<file path="config.mk">
export PLATFORM = sky130hd
export DESIGN_NAME = pps_period_counter
export DESIGN_NICKNAME = d
export VERILOG_FILES = /design/src/rtl/pps_pkg.sv /design/src/rtl/pps_period_counter.sv
export SDC_FILE = /design/constraint.sdc
export NUM_CORES = 1
export LEC_CHECK = 0
export CORE_MARGIN = 2
export CORE_UTILIZATION = 40
export DETAILED_ROUTE_END_ITERATION = 6
export SLEW_MARGIN = 40
export SYNTH_ARGS = -nofsm -noshare
export SYNTH_HDL_FRONTEND = slang
export SYNTH_SLANG_ARGS = --single-unit
export TNS_END_PERCENT = 5
</file>
<file path="constraint.sdc">
create_clock -name clk -period 5.2 [get_ports clk]
set_clock_uncertainty 0.05 [all_clocks]
set_input_delay 1.04 -clock clk [delete_from_list [all_inputs] [get_ports clk]]
set_output_delay 1.04 -clock clk [all_outputs]
set_load 0.01 [all_outputs]
</file>
<file path="src/rtl/pps_pkg.sv">
// Shared types and constants for the PPS period measurement path.
// Timeout default is 1.5 s of the 27 MHz system clock.
package pps_pkg;

   typedef enum logic {
      IDLE  = 1'b0,
      ARMED = 1'b1
   } state_t;

   localparam int DEF_CNT_WIDTH      = 32;
   localparam int CLK_FREQ_HZ        = 27_000_000;
   localparam int DEF_TIMEOUT_CYCLES = CLK_FREQ_HZ + CLK_FREQ_HZ / 2;

endpackage

</file>
<file path="src/rtl/pps_period_counter.sv">
// Measures clk cycles between PPS pulses; result one cycle after the closing pulse.
// No backpressure: an unread result is overwritten and flagged as overrun.
module pps_period_counter
   import pps_pkg::*;
#(
   parameter int CNT_WIDTH      = DEF_CNT_WIDTH,
   parameter int TIMEOUT_CYCLES = DEF_TIMEOUT_CYCLES,
   parameter int PCNT_WIDTH     = 16
) (
   input  logic                  clk,
   input  logic                  reset_n,
   input  logic                  pps_pulse,
   input  logic                  clear,
   input  logic                  rd_ack,
   output logic [CNT_WIDTH-1:0]  period,
   output logic                  period_valid,
   output logic                  overrun,
   output logic                  missing,
   output logic                  armed,
   output logic [PCNT_WIDTH-1:0] pulse_count
);

   localparam logic [CNT_WIDTH-1:0] TIMEOUT_VAL = CNT_WIDTH'(TIMEOUT_CYCLES);

   state_t                  state_q, state_d;
   logic [CNT_WIDTH-1:0]    cnt_q, cnt_d;
   logic [CNT_WIDTH-1:0]    period_q, period_d;
   logic                    period_valid_q, period_valid_d;
   logic                    overrun_q, overrun_d;
   logic                    missing_q, missing_d;
   logic [PCNT_WIDTH-1:0]   pulse_count_q, pulse_count_d;
   logic                    new_result;

   always_comb begin
      state_d        = state_q;
      cnt_d          = cnt_q;
      period_d       = period_q;
      period_valid_d = period_valid_q;
      overrun_d      = overrun_q;
      missing_d      = missing_q;
      pulse_count_d  = pulse_count_q;
      new_result     = 1'b0;

      if (clear) begin
         state_d        = IDLE;
         cnt_d          = '0;
         period_d       = '0;
         period_valid_d = 1'b0;
         overrun_d      = 1'b0;
         missing_d      = 1'b0;
         pulse_count_d  = '0;
      end else begin
         case (state_q)
            IDLE: begin
               if (pps_pulse) begin
                  state_d       = ARMED;
                  cnt_d         = CNT_WIDTH'(1);
                  pulse_count_d = pulse_count_q + PCNT_WIDTH'(1);
               end
            end
            ARMED: begin
               // A pulse landing on the timeout cycle still closes a valid period.
               if (pps_pulse) begin
                  period_d      = cnt_q;
                  new_result    = 1'b1;
                  cnt_d         = CNT_WIDTH'(1);
                  pulse_count_d = pulse_count_q + PCNT_WIDTH'(1);
               end else if (cnt_q == TIMEOUT_VAL) begin
                  state_d   = IDLE;
                  cnt_d     = '0;
                  missing_d = 1'b1;
               end else begin
                  cnt_d = cnt_q + CNT_WIDTH'(1);
               end
            end
            default: begin
               state_d = IDLE;
               cnt_d   = '0;
            end
         endcase

         if (new_result) begin
            period_valid_d = 1'b1;
            if (period_valid_q && !rd_ack) begin
               overrun_d = 1'b1;
            end
         end else if (rd_ack) begin
            period_valid_d = 1'b0;
         end
      end
   end

   always_ff @(posedge clk or negedge reset_n) begin
      if (!reset_n) begin
         state_q        <= IDLE;
         cnt_q          <= '0;
         period_q       <= '0;
         period_valid_q <= 1'b0;
         overrun_q      <= 1'b0;
         missing_q      <= 1'b0;
         pulse_count_q  <= '0;
      end else begin
         state_q        <= state_d;
         cnt_q          <= cnt_d;
         period_q       <= period_d;
         period_valid_q <= period_valid_d;
         overrun_q      <= overrun_d;
         missing_q      <= missing_d;
         pulse_count_q  <= pulse_count_d;
      end
   end

   assign period       = period_q;
   assign period_valid = period_valid_q;
   assign overrun      = overrun_q;
   assign missing      = missing_q;
   assign armed        = (state_q == ARMED);
   assign pulse_count  = pulse_count_q;

endmodule

</file>
==> flow_metrics.tcl, run 1 <==
set metrics [dict create \
    synth_top_family_by_area "simple AND/OR/NAND/NOR gates" \
    hold_viol 0 \
    dpl_cell_area_um2 4670 \
    avgSynthCellArea_um2 10.4 \
    drt-pass1-iter-count 5 \
    r2r_end "cnt_q[13]" \
    ys.flop_type "dfrtp_1" \
    holdPathEnd "overrun" \
    worstPathRequired_ns 5.45 \
    clk_latency_ns 0.36 \
    wire_per_inst_um 16.5 \
    grt_pass1_wl_um 15900 \
    fmax_ghz 0.308 \
    slew_violations 0 \
    core.rowCount 36 \
    synthCells 382 \
    drc 0 \
    synth_top_area_share_pct 53.2 \
    yosys.area_share.adder_pct 0.949 \
    path_clk_slew_ns 0.09 \
    vias 3234 \
    rrSetupSlack_ns 2.54 \
    cts_hold_buf 0 \
    hp-class "register to register" \
    totalWireLength_um 9470 \
    ant_nets 0 \
    worst_r2r_startpoint "armed" \
    vdd.ir_drop.worst_mv 0.151 \
    drt_iter0_drc 155 \
    max-slew-margin-rel_pct 47.8 \
    status "finished, final reports clean" \
    ys_warn_count 0 \
    finalCritPeriodShare_pct 62.5 \
    power_density_nw_per_um2 236 \
    synth.area.mux_share_pct 0.253 \
    start_util_pct 40.8 \
    globalRouteTotalUtil_pct 19.3 \
    finalSetupViolCount 0 \
    synth_xor_area_share_pct 3.10 \
    cts_tree "built" \
    first_global_vias 3065 \
    io_pins 57 \
    yosysUniqueCellTypes 44 \
    drive_gt1_share_pct 7.94 \
    cts_setup_buffers 0 \
    netlist_area_um2 3950 \
    p_leak_nw 2.01 \
    num-fill-cells 876 \
    ff2ff_path_depth 6 \
    arrival_ns 3.50 \
    worst_pin_slew_ns 0.778 \
    yosysTopAreaCell "dfrtp_1" \
    dp.final_hpwl_um 6430 \
    synth_seq_area_share_pct 53.2 \
    syn_nets 390 \
    layout.nets 444 \
    area_growth_pct 22.4 \
    finalCriticalPeriod_ns 3.25 \
    crit_type "primary input to register" \
    synth_area_leaders "dfrtp_1 53%, a22o_1 7.1%, nand3_1 4.7%" \
    fp.dieH_um 103 \
    total_power_w 0.00114 \
    ys_seq_elements 84 \
    design_area_um2 4840 \
    clockBufferDepth 2 \
    synth-simple-area-share_pct 24.3 \
    avgViaCountPerCell 5.63 \
    fp.dieW_um 103 \
    h-tree-depth 3 \
    overflow 0 \
    end_kind "register" \
    antenna_found_initial 0 \
    rsz0062_at_grt "no" \
    cts.root.buffer_cell "clkbuf_8" \
    synth_edf_count 0 \
    core_um2 9680 \
    die-area_um2 10700 \
    io_buffers 56 \
    worstHoldPathCells 2 \
    start_kind "primary input" \
    cts_resized 0 \
    hold_start "overrun" \
    finalSetupTns_ns 0 \
    critical_path.max_fanout 11 \
    synth-compound-area-share_pct 15.1 \
    async_flop_share_pct 100 \
    clock-sinks 84 \
    cap_violations 0 \
    grt_max_degree 51 \
    cts_buffers 9 \
    gp_congestion 0.807 \
    antenna_cells 0 \
]
## metal layers
metal,up-vias,part of all wire (%),global-route usage [%]
li1,1537,-,-
met5,-,0,0
met4,0,1.0,8.40
met1,1598,49,28.4
met2,91,46,28.1
met3,8,4.4,3.23
## cell usage after synthesis (2+ instances only)
cell type	count
a21o_1	4
a21oi_1	11
a22o_1	32
a31oi_1	2
and2_1	2
and3_1	2
and4_1	3
buf_2	5
clkbuf_1	15
dfrtp_1	84
ha_1	3
inv_1	11
nand2_1	39
nand2b_1	2
nand3_1	37
nand3_4	2
nand4_1	13
nor2_1	25
nor3_1	5
nor4_1	2
nor4_4	2
nor4b_1	4
nor4bb_1	3
o211ai_1	8
o21ai_0	6
o311ai_0	2
o31a_1	2
o31ai_1	6
or2_2	2
or3_1	18
or3b_2	2
or4_1	4
xnor2_1	5
xor2_1	9
## registers in the layout (all words and copies together) (netlist names)
register      cells
armed             1
overrun           1
missing           1
pulse_count      16
period_valid      1
cnt_q            32
period           32
## critical path: stages
cell	delay, ns
clkdlybuf4s50_1	0.65
or2_2	0.48
nor2_1	0.28
o31ai_2	0.25
buf_4	0.24
or3b_2	0.46
nand3_1	0.09
## area by class of cell
type | count | area (um^2) | area share, %
Clock inverter | 5 | 37.5 | 0.776
Clock buffer | 11 | 131 | 2.71
Timing Repair Buffer | 63 | 618 | 12.8
Tap cell | 133 | 166 | 3.44
Inverter | 12 | 45.0 | 0.931
Sequential cell | 84 | 2100 | 43.4
Multi-Input combinational cell | 266 | 1740 | 35.9
## how the worst max path moves through the flow
stage | start | endpoint | slack [ns] | cells past startpoint
2_1_floorplan | clear | cnt_q[21] | 2.53 | 8
3_3_place_gp | pps_pulse | cnt_q[13] | 1.68 | 7
3_5_place_dp | pps_pulse | cnt_q[13] | 1.63 | 7
4_1_cts | pps_pulse | cnt_q[13] | 1.99 | 7
5_1_grt | pps_pulse | cnt_q[13] | 1.91 | 7
6_report | pps_pulse | cnt_q[13] | 1.95 | 7
## kinds of logic after synthesis
group,Yosys count
multiplexers,1
adder cells (fa/ha/maj),3
flip-flops,84
AO/OA/AOI/OAI,78
buffers and inverters,32
AND/OR/NAND/NOR,170
XOR/XNOR,14
## layout by cell type, fill, tap and decap left out, types with 5 or more instances in the layout
cell type | netlist | routed
dfrtp_1 | 84 | 84
clkdlybuf4s50_1 | 0 | 55
nand2_1 | 39 | 39
nand3_1 | 37 | 37
a22o_1 | 32 | 32
nor2_1 | 25 | 24
or3_1 | 18 | 18
nand4_1 | 13 | 13
inv_1 | 11 | 11
a21oi_1 | 11 | 10
xor2_1 | 9 | 9
clkbuf_8 | 0 | 9
o211ai_1 | 8 | 8
buf_4 | 0 | 7
o21ai_0 | 6 | 6
o31ai_1 | 6 | 6
xnor2_1 | 5 | 5
nor3_1 | 5 | 5
## through the flow
| stage | hold WS (ns) | setup WS, ns | utilization [%] | std cells |
|---|---|---|---|---|
| 2_1_floorplan | 0.445 | 2.53 | - | 382 |
| 3_3_place_gp | 0.423 | 1.68 | 48.1 | 557 |
| 3_5_place_dp | 0.430 | 1.63 | 48.2 | 558 |
| 4_1_cts | 0.451 | 1.99 | 50.0 | 574 |
| 5_1_grt | 0.479 | 1.91 | 50.0 | 574 |
| 6_report | 0.445 | 1.95 | 50.0 | 574 |
## power breakdown
group	leakage [nW]	switching, W	total, W	internal, W
Combinational	0.766	0.0000450	0.0000645	0.0000195
Clock	0.0799	0.000238	0.000414	0.000176
Sequential	1.17	0.00000656	0.000663	0.000656
Note: power is estimated with default switching activity, not from simulation.
==> run 2, diff against run 1 <==
==> constraint.sdc (replaced) <==
create_clock -name clk -period 2.69 [get_ports clk]
set_clock_uncertainty 0.05 [all_clocks]
set_input_delay 0.538 -clock clk [delete_from_list [all_inputs] [get_ports clk]]
set_output_delay 0.538 -clock clk [all_outputs]
set_load 0.01 [all_outputs]
==> run 2 against run 1 <==
  * Sequential cell count unchanged
  * Clock power increased to 2.6 times the previous value
  * Worst hold slack got worse by 0.33 ns
  * Design area increased by 3.7%
  * Critical path depth increased by 1
  * Final cell count increased by 2.4%
  * Global-route usage decreased by 0.40 points
  * Sequential power increased by 93%
  * Critical path type is now register to register
  * Highest routed layer unchanged
==> flow_metrics.tcl, run 2 (synthesis results as in run 1) <==
set metrics [dict create \
    slew_violations 0 \
    h-tree-depth 3 \
    finalCriticalPeriod_ns 2.33 \
    core_um2 9680 \
    startpoint "cnt_q[0]" \
    vdd.ir_drop.worst_mv 0.239 \
    hp-class "primary input to asynchronous set/reset pin" \
    wire_per_inst_um 16.1 \
    num-fill-cells 877 \
    area_growth_pct 27.0 \
    arrival_ns 2.52 \
    cts_setup_buffers 0 \
    drt_iter0_drc 170 \
    dp.cells 572 \
    first_global_vias 3110 \
    finalSetupTns_ns 0 \
    finalCritPeriodShare_pct 86.5 \
    clock-sinks 84 \
    start_kind "register" \
    gp_congestion 0.843 \
    rsz0062_at_grt "no" \
    start_util_pct 40.8 \
    globalRouteTotalUtil_pct 18.9 \
    dp.final_hpwl_um 6630 \
    cts_hold_buf 0 \
    dp_slack_ns 0.0431 \
    critical_path.max_fanout 11 \
    fin_cells 588 \
    drt-pass1-iter-count 4 \
    power_density_nw_per_um2 496 \
    finalSetupViolCount 0 \
    r2r_end "cnt_q[27]" \
    io_pins 57 \
    drive_gt1_share_pct 11.0 \
    drc 0 \
    antenna_cells 0 \
    avgViaCountPerCell 5.50 \
    antenna_found_initial 0 \
    core.rowCount 36 \
    cap_violations 0 \
    grt_pass1_wl_um 15700 \
    fmax_ghz 0.430 \
    vias 3232 \
    die-area_um2 10700 \
    postLayoutCoreUtil_pct 51.8 \
    p_leak_nw 2.11 \
    final_cell_mix "84 x dfrtp_1, 55 x clkdlybuf4s50_1, 39 x nand2_1" \
    ant_nets 0 \
    cts.root.buffer_cell "clkbuf_8" \
    worstPathRequired_ns 2.88 \
    fp.dieW_um 103 \
    grt_max_degree 44 \
    cts_tree "built" \
    totalWireLength_um 9480 \
    crit_type "register to register" \
    final_common_cell "dfrtp_1" \
    end_kind "register" \
    hold_viol 0 \
    ff2ff_path_depth 8 \
    io_buffers 56 \
    cts_resized 0 \
    rrSetupSlack_ns 0.36 \
    status "finished, final reports clean" \
    max-slew-margin-rel_pct 57.3 \
    layout.nets 458 \
    crit_end "cnt_q[27]" \
    clk_latency_ns 0.35 \
    overflow 0 \
    path_clk_slew_ns 0.09 \
    cts_buffers 9 \
    worst_r2r_startpoint "cnt_q[0]" \
    clockBufferDepth 2 \
    fp.dieH_um 103 \
    worst_pin_slew_ns 0.639 \
    setup_ws_ns 0.362 \
]
[run 2: critical path, cell delays in order (launching register included)]
cell     delay (ns)
dfrtp_1        0.45
inv_1          0.12
ha_1           0.15
nor4b_1        0.28
nand3_1        0.24
o31a_1         0.39
buf_4          0.20
a21o_1         0.17
a21o_1         0.17
[run 2: power by group]
group	switching, W	total (W)	internal, W	leakage, nW
Sequential	0.0000132	0.00128	0.00127	1.17
Combinational	0.0000900	0.000138	0.0000475	0.836
Clock	0.000456	0.00107	0.000617	0.109
Total	0.000559	0.00249	0.00193	2.11
[run 2: how the worst min path moves through the flow]
stage,start,to,slack (ns),cells past startpoint
6_report,reset_n,pulse_count[12],0.12,1
5_1_grt,reset_n,pulse_count[12],0.13,1
4_1_cts,reset_n,pulse_count[12],0.12,1
3_5_place_dp,overrun,overrun,0.43,2
3_3_place_gp,overrun,overrun,0.42,2
2_1_floorplan,reset_n,armed,0.19,0
[run 2: area by class of cell]
type | instances | area [um^2] | share of cell area [%]
Sequential cell | 84 | 2100 | 41.9
Multi-Input combinational cell | 266 | 1740 | 34.6
Timing Repair Buffer | 77 | 728 | 14.5
Clock buffer | 10 | 128 | 2.54
Inverter | 12 | 45.0 | 0.897
Tap cell | 133 | 166 | 3.31
Clock inverter | 6 | 113 | 2.24
[run 2: layer usage]
layer / part of all wire, % / GRT usage (%) / wire (um) / vias to the layer above
li1: - / - / - / 1554
met3: 4.4 / 3.63 / 416 / 11
met4: 0.98 / 3.95 / 93 / 0
met5: 0 / 0 / 0 / -
met2: 46 / 30.3 / 4400 / 84
met1: 48 / 26.9 / 4570 / 1583
[run 2: stage by stage]
step / total power (W) / hold WS (ns) / cell area, um^2
after floorplan: 0.00136 / 0.192 / 3950
after global placement: 0.00144 / 0.422 / 4770
after detailed placement: 0.00145 / 0.434 / 4780
after CTS: 0.00252 / 0.125 / 5020
after global routing: 0.00258 / 0.131 / 5020
final: 0.00249 / 0.116 / 5020
==> run 3, diff against run 2 <==
--- a/config.mk
+++ b/config.mk
@@ -5,7 +5,6 @@
 export SDC_FILE = /design/constraint.sdc
 export NUM_CORES = 1
 export LEC_CHECK = 0
-export CORE_MARGIN = 2
 export CORE_UTILIZATION = 40
 export DETAILED_ROUTE_END_ITERATION = 6
 export SLEW_MARGIN = 40
==> run 3 against run 2 <==
  * Register-to-register slack lost 0.09 ns
  * Clock power grew 17%
  * Sequential cell count is the same
  * Critical path type unchanged
  * First-iteration DRC count grew 5.9%
  * Worst setup slack lost 0.087 ns
  * Non-clock buffer count grew 2
  * Critical path depth is the same
==> flow_metrics.tcl, run 3 (synthesis results as in run 1) <==
set metrics [dict create \
    cts_tree "built" \
    grt_max_degree 36 \
    crit_type "register to register" \
    h-tree-depth 3 \
    rsz0062_at_grt "no" \
    slew_violations 0 \
    gp_congestion 0.834 \
    layout.nets 460 \
    worstPathRequired_ns 2.88 \
    status "finished, final reports clean" \
    cts.root.buffer_cell "clkbuf_8" \
    finalSetupTns_ns 0 \
    total_power_w 0.00266 \
    finalSetupViolCount 0 \
    finalCriticalPeriod_ns 2.41 \
    vdd.ir_drop.worst_mv 0.258 \
    start_kind "register" \
    core_um2 9420 \
    power_density_nw_per_um2 526 \
    die-area_um2 10300 \
    core.rowCount 35 \
    antenna_cells 0 \
    dp.final_hpwl_um 6710 \
    avgViaCountPerCell 5.52 \
    area_growth_pct 28.1 \
    num-fill-cells 839 \
    p_leak_nw 2.15 \
    clk_latency_ns 0.36 \
    cts_buffers 9 \
    worst_pin_slew_ns 0.616 \
    io_buffers 56 \
    wire_per_inst_um 16.3 \
    io_pins 57 \
    antenna_found_initial 0 \
    cts_setup_buffers 0 \
    fp.dieW_um 101 \
    path_clk_slew_ns 0.09 \
    totalWireLength_um 9510 \
    final_cell_mix "84 x dfrtp_1, 55 x clkdlybuf4s50_1, 39 x nand2_1" \
    cp_cell_sequence "inv_1 > ha_1 > nor4b_1 > nand3_1 > o31ai_2 > buf_4 > or3_1 > nand3_1" \
    hold_viol 0 \
    slowest_delay_ns 0.60 \
    cts_resized 0 \
    cts_hold_buf 0 \
    clock-sinks 84 \
    clockBufferDepth 2 \
    ant_nets 0 \
    first_global_vias 3038 \
    start_util_pct 42.0 \
    path_common_cell "nand3_1" \
    vias 3225 \
    fp.dieH_um 101 \
    end_kind "register" \
    overflow 0 \
    globalRouteTotalUtil_pct 20.2 \
    arrival_ns 2.60 \
    regArea_um2 2100 \
    critical_path.max_fanout 7 \
    drive_gt1_share_pct 11.2 \
    multi_input_area_um2 1740 \
    finalCritPeriodShare_pct 89.8 \
    grt_pass1_wl_um 15900 \
    postLayoutCoreUtil_pct 53.8 \
    fmax_ghz 0.414 \
    cp_slowest_cell "o31ai_2" \
    drt-pass1-iter-count 4 \
    drc 0 \
    cap_violations 0 \
    final_common_cell "dfrtp_1" \
    hp-class "primary input to asynchronous set/reset pin" \
    max-slew-margin-rel_pct 58.7 \
    drt_iter0_drc 180 \
]
==> run 3: cell types whose count changed in the layout (fill, tap and decap cells not counted), sizes merged <==
cell      delta
clkbuf       -1
clkinvlp     -3
bufinv       +2
buf          +2
==> run 3: final timing paths <==
check	startpoint	to	slack, ns	cells past startpoint
worst max-delay path	cnt_q[0]	cnt_q[5]	0.28	8
worst min-delay path	reset_n	pulse_count[6]	0.06	1
worst max register to register	cnt_q[0]	cnt_q[5]	0.28	8
worst min register to register	overrun	overrun	0.44	2
max in group asynchronous	reset_n	cnt_q[5]	1.91	2
min in group clk	overrun	overrun	0.44	2
==> run 3: per-stage QoR <==
step	hold WS, ns	instance area (um^2)	std cells	setup WS [ns]
2_1_floorplan	0.192	3950	382	0.523
3_3_place_gp	0.418	4780	570	0.163
3_5_place_dp	0.425	4790	570	0.189
4_1_cts	0.0760	5060	584	0.267
5_1_grt	0.0907	5060	584	0.116
6_report	0.0627	5060	584	0.275
==> run 3: per-layer routing <==
layer,global-route usage [%],routed length (um),up-vias
met5,0,0,-
met4,8.03,150,0
met3,2.55,439,14
met2,30.1,4200,84
met1,30.0,4720,1567
li1,-,-,1560
==> run 3: report_power, final <==
part / switching, W / leakage [nW] / total, W / internal, W
Sequential: 0.0000114 / 1.17 / 0.00128 / 0.00127
Clock: 0.000451 / 0.135 / 0.00125 / 0.000795
Combinational: 0.0000894 / 0.846 / 0.000138 / 0.0000490
==> run 3: layout make-up <==
class / instances / share of cell area, %
inverters: 12 / 0.889
clock inverters: 5 / 2.96
well taps: 129 / 3.19
clock buffers: 9 / 2.45
repair buffers: 79 / 14.7
multi-input cells: 266 / 34.3
flip-flops and latches: 84 / 41.5
==> run 3: critical path, delay by kind of cell, from the launching register on <==
family / cells / cell delay (ns)
simple gates: 4 / 0.69
compound gates: 1 / 0.60
flops: 1 / 0.43
buf+inv: 2 / 0.38
fa+ha+maj: 1 / 0.16
==> RTL edit 1 (settings of run 3) <==
Set the parameter `PCNT_WIDTH` to 32 (it was 16).
--- a/src/rtl/pps_period_counter.sv
+++ b/src/rtl/pps_period_counter.sv
@@ -7,3 +7,3 @@
    parameter int TIMEOUT_CYCLES = DEF_TIMEOUT_CYCLES,
-   parameter int PCNT_WIDTH     = 16
+   parameter int PCNT_WIDTH     = 32
 ) (
Ports: changed (resized pulse_count); port bits go from 57 to 73. No check against the original RTL was run, so the function may have changed too.
==> RTL edit 1 against run 3 <==
The run now ends with design-rule violations left; core utilization decreased by 1.1 points; power is 18% higher; sequential cell count is 16 higher; synthesized area is 22% higher; wire length is 25% higher; final area grew 20%; worst setup slack lost 0.060 ns; die area rose by 21%.
==> RTL edit 1: results (changes against run 3) <==
yosysWarnings: 0  # unchanged
nonClkBufAreaFrac: 0.147  # +0.000284
worstReg2RegEnd: "missing$_DFFE_PN0P_"
p_comb_frac: 0.048  # -0.004
violations: "design-rule violations"
synthMuxAreaShare: 0.00650  # +0.00397
port_buffers: 72  # +29%
crit-reg2reg-launch: "cnt_q[0]$_DFFE_PN0P_"
fin_nets: 558  # +21%
sh_seq_area: 0.411  # -0.00434
switchingPower_mw: 0.673  # +22%
drive_gt1_frac: 0.0793  # -0.0328
period_share: 0.920  # +0.0222
routabilityCongestion: 0.833  # -0.14%
pwr-share-seq: 0.485  # +0.004
slew_headroom: 0.587  # about the same
drtIter0Drc: 174  # -3.3%
reg2reg_slack_ns: 0.22  # -0.06 ns
ys_seq_area_frac: 0.520  # -0.0119
cp_slowest_stage_delay_ns: 0.45  # -0.15 ns
fillers: 1062  # +27%
arrival_ns: 2.69  # +0.09 ns
grt_pass1_vias: 3834  # +26%
synth_fa_ha_area_frac: 0.00780  # -0.00170
grt_max_degree: 47  # +31%
num-multi-input-gates: 336  # +26%
vdd_drop_max_mv: 0.254  # -1.5%
ys_seq_elements: 100  # +19%
r2r_cells: 7  # -1
synth_compound_area_frac: 0.180  # +0.0292
drt-total-wl_um: 11900  # +25%
clock_area_frac: 0.0556  # +0.00155
synth_cell_types: 42  # -4.5%
dr.pass1.iters: 7  # +3
cts_buffers: 9  # unchanged
status: "finished, violations left"
dp_slack_ns: 0.180  # -0.00950 ns
insertion_delay_ns: 0.35
clkSlewWorstSetupHoldPaths_ns: 0.07  # -0.02 ns
multi_input_area_share: 0.349  # +0.00529
synth.net_count: 495  # +27%
ys_async_sr_fraction: 1.00  # unchanged
synth_commonest_cells: "100 x dfrtp_1, 37 x nor2_1, 32 x a22o_1"
grt_pass1_wl_um: 19800  # +25%
power.static_leakage_nw: 2.45  # +14%
yosys.area_share.xor_xnor: 0.0418  # +0.0108
cts_root_buf: "clkbuf_16"
vias: 4023  # +25%
place_hpwl_um: 8010  # +19%
nonClockBufferCount: 89  # +13%
critPathSlowestCell: "dfrtp_1"
grt_usage: 0.201  # -0.00135
remaining_drc_errors: 3  # +3
inverters: 14  # +2
antenna_found_initial: 0  # unchanged
synthTopCellsByArea: "dfrtp_1 52%, a22o_1 5.8%, a31oi_1 4.0%, xnor2_1 2.9%, nor2_1 2.9%"
[RTL edit 1: cell types whose count changed in the layout (fill, tap and decap cells not counted), sizes merged, moves of 12 or more]
cell / before / now
a31oi: 2 / 31
clkdlybuf4s50: 55 / 71
dfrtp: 84 / 100
nand3: 39 / 24
nor3: 6 / 20
nand2: 39 / 26
a21oi: 11 / 23
nor2: 25 / 37
[RTL edit 1: metrics by stage]
stage          instance area, um^2  cells  hold slack, ns   util  total power [mW]
2_1_floorplan                 4810    487           0.192      -              1.62
3_3_place_gp                  5750    682           0.436  0.498              1.70
3_5_place_dp                  5750    682           0.431  0.498              1.71
4_1_cts                       6090    698          0.0857  0.527              3.18
5_1_grt                       6090    698          0.0948  0.527              3.25
6_report                      6090    698          0.0705  0.527              3.14
[RTL edit 1: metal layers]
layer / routed length, um / track usage
met1: 5870 / 0.291
met2: 5270 / 0.286
met3: 606 / 0.0555
met4: 176 / 0.0739
met5: 0 / 0
==> RTL edit 2 (config.mk and constraints of run 3) <==
Made on the original files. Reset style: synchronous (`reset_n`), changed in one clocked block.
--- a/src/rtl/pps_period_counter.sv
+++ b/src/rtl/pps_period_counter.sv
@@ -92,3 +92,3 @@
 
-   always_ff @(posedge clk or negedge reset_n) begin
+   always_ff @(posedge clk) begin
       if (!reset_n) begin
Behaviour: differs if reset_n is asserted again (counterexample within 4 cycles, from zero or initial values and one cycle with reset_n low); with reset_n held inactive, the same outputs for 10 cycles.
==> RTL edit 2 against run 3 <==
The run now ends with design-rule violations left; worst setup slack better by 0.11 ns; final area down 10%; global-route usage decreased by 1.2 points; sequential share of layout area fell by 4.5 points; power is 16% lower; synthesized area down 7.5%; sequential cell count is the same; count of clock-buffer cells in the layout grew 2; die area decreased by 7.4%; wire length decreased by 11%; first-iteration DRC count decreased by 8.9%; largest cell class is now multi-input gates; highest routed layer unchanged.
==> RTL edit 2: results (changes against run 3) <==
status: "finished, violations left"
violations: "design-rule violations"
synth-main-ff-cell: "dfxtp_1"
vdd_drop_max_mv: 0.251  # -2.5%
critPathSlowestCell: "or4_1"
crit_start: "cnt_q[0]$_SDFFE_PP0P_"
synth.net_count: 460  # +18%
remaining_drc_errors: 14  # +14
dr.pass1.iters: 6  # +2
power.static_leakage_nw: 1.49  # -31%
grt_pass1_vias: 3072  # +1.1%
dp_slack_ns: 0.297  # +0.107 ns
synth_compound_area_frac: 0.184  # +0.0338
dp_cells: 604  # +6.0%
placed_area_um2: 4340  # -9.4%
drtIter0Drc: 164  # -8.9%
syn-instance-count: 452  # +18%
area_growth_pct: 24.3
yosys.area_share.xor_xnor: 0.0359  # +0.00492
grt_max_degree: 35  # -2.8%
finalNonFillerCells: 620  # +6.2%
arrival_ns: 2.49  # -0.11 ns
wire_per_inst_um: 13.7  # -16%
drive_gt1_frac: 0.0801  # -0.0320
fin_nets: 515  # +12%
vias: 3338  # +3.5%
fillers: 874  # +4.2%
hold_path.class: "reg -> reg"
grt_usage: 0.191  # -0.0118
synthTopCellsByArea: "dfxtp_1 46%, nand2_1 11%, a21oi_1 7.8%, nor2_1 3.0%, xor2_1 2.9%"
grt_pass1_wl_um: 14700  # -7.4%
min_path_cells: 2
synth_fa_ha_area_frac: 0.0103  # +0.000773
ys_seq_area_frac: 0.460  # -0.0717
ys_async_sr_fraction: 0  # -1.00
synthMuxAreaShare: 0.00274  # +0.000206
==> RTL edit 2: logic make-up after synthesis <==
logic type,count (synthesis)
AO/OA/AOI/OAI,113
buffers and inverters,32
XOR/XNOR,15
flip-flops,84
AND/OR/NAND/NOR,204
multiplexers,1
adder cells (fa/ha/maj),3
==> RTL edit 2: path summary, 6_finish.rpt <==
| path | endpoint | slack (ns) |
|---|---|---|
| max | cnt_q[22]$_SDFFE_PP0P_ | 0.39 |
| min | period[8]$_SDFFE_PP0P_ | 0.41 |
| min reg2reg | period[8]$_SDFFE_PP0P_ | 0.41 |
| max reg2reg | cnt_q[22]$_SDFFE_PP0P_ | 0.39 |
==> RTL edit 2: area by class of cell <==
class                   count  area share
clock inverters             5      0.0132
flip-flops and latches     84       0.370
multi-input cells         336       0.402
well taps                 108      0.0297
clock buffers              11      0.0311
inverters                   7     0.00578
repair buffers             69       0.148
==> RTL edit 2: power breakdown <==
group / internal, mW / total [mW] / switching, mW
clock network: 0.459 / 0.924 / 0.465
registers: 1.24 / 1.25 / 0.00518
logic: 0.0284 / 0.0746 / 0.0462
total: 1.73 / 2.25 / 0.516
==> RTL edit 2: worst reg2reg max path: stages (launching register included) <==
cell and delay, ns:
dfxtp_1 0.46, ha_1 0.25, and3_1 0.26, nand2_1 0.25, or4_1 0.61, a21o_1 0.19
nand2_1 0.05, o31ai_1 0.06
==> RTL edit 2: per-layer routing <==
metal	GRT usage	wire length (um)	vias up
met5	0	0	-
met4	0.0629	77	0
met3	0.0410	416	6
met1	0.256	4120	1565
met2	0.303	3890	73
li1	-	-	1694
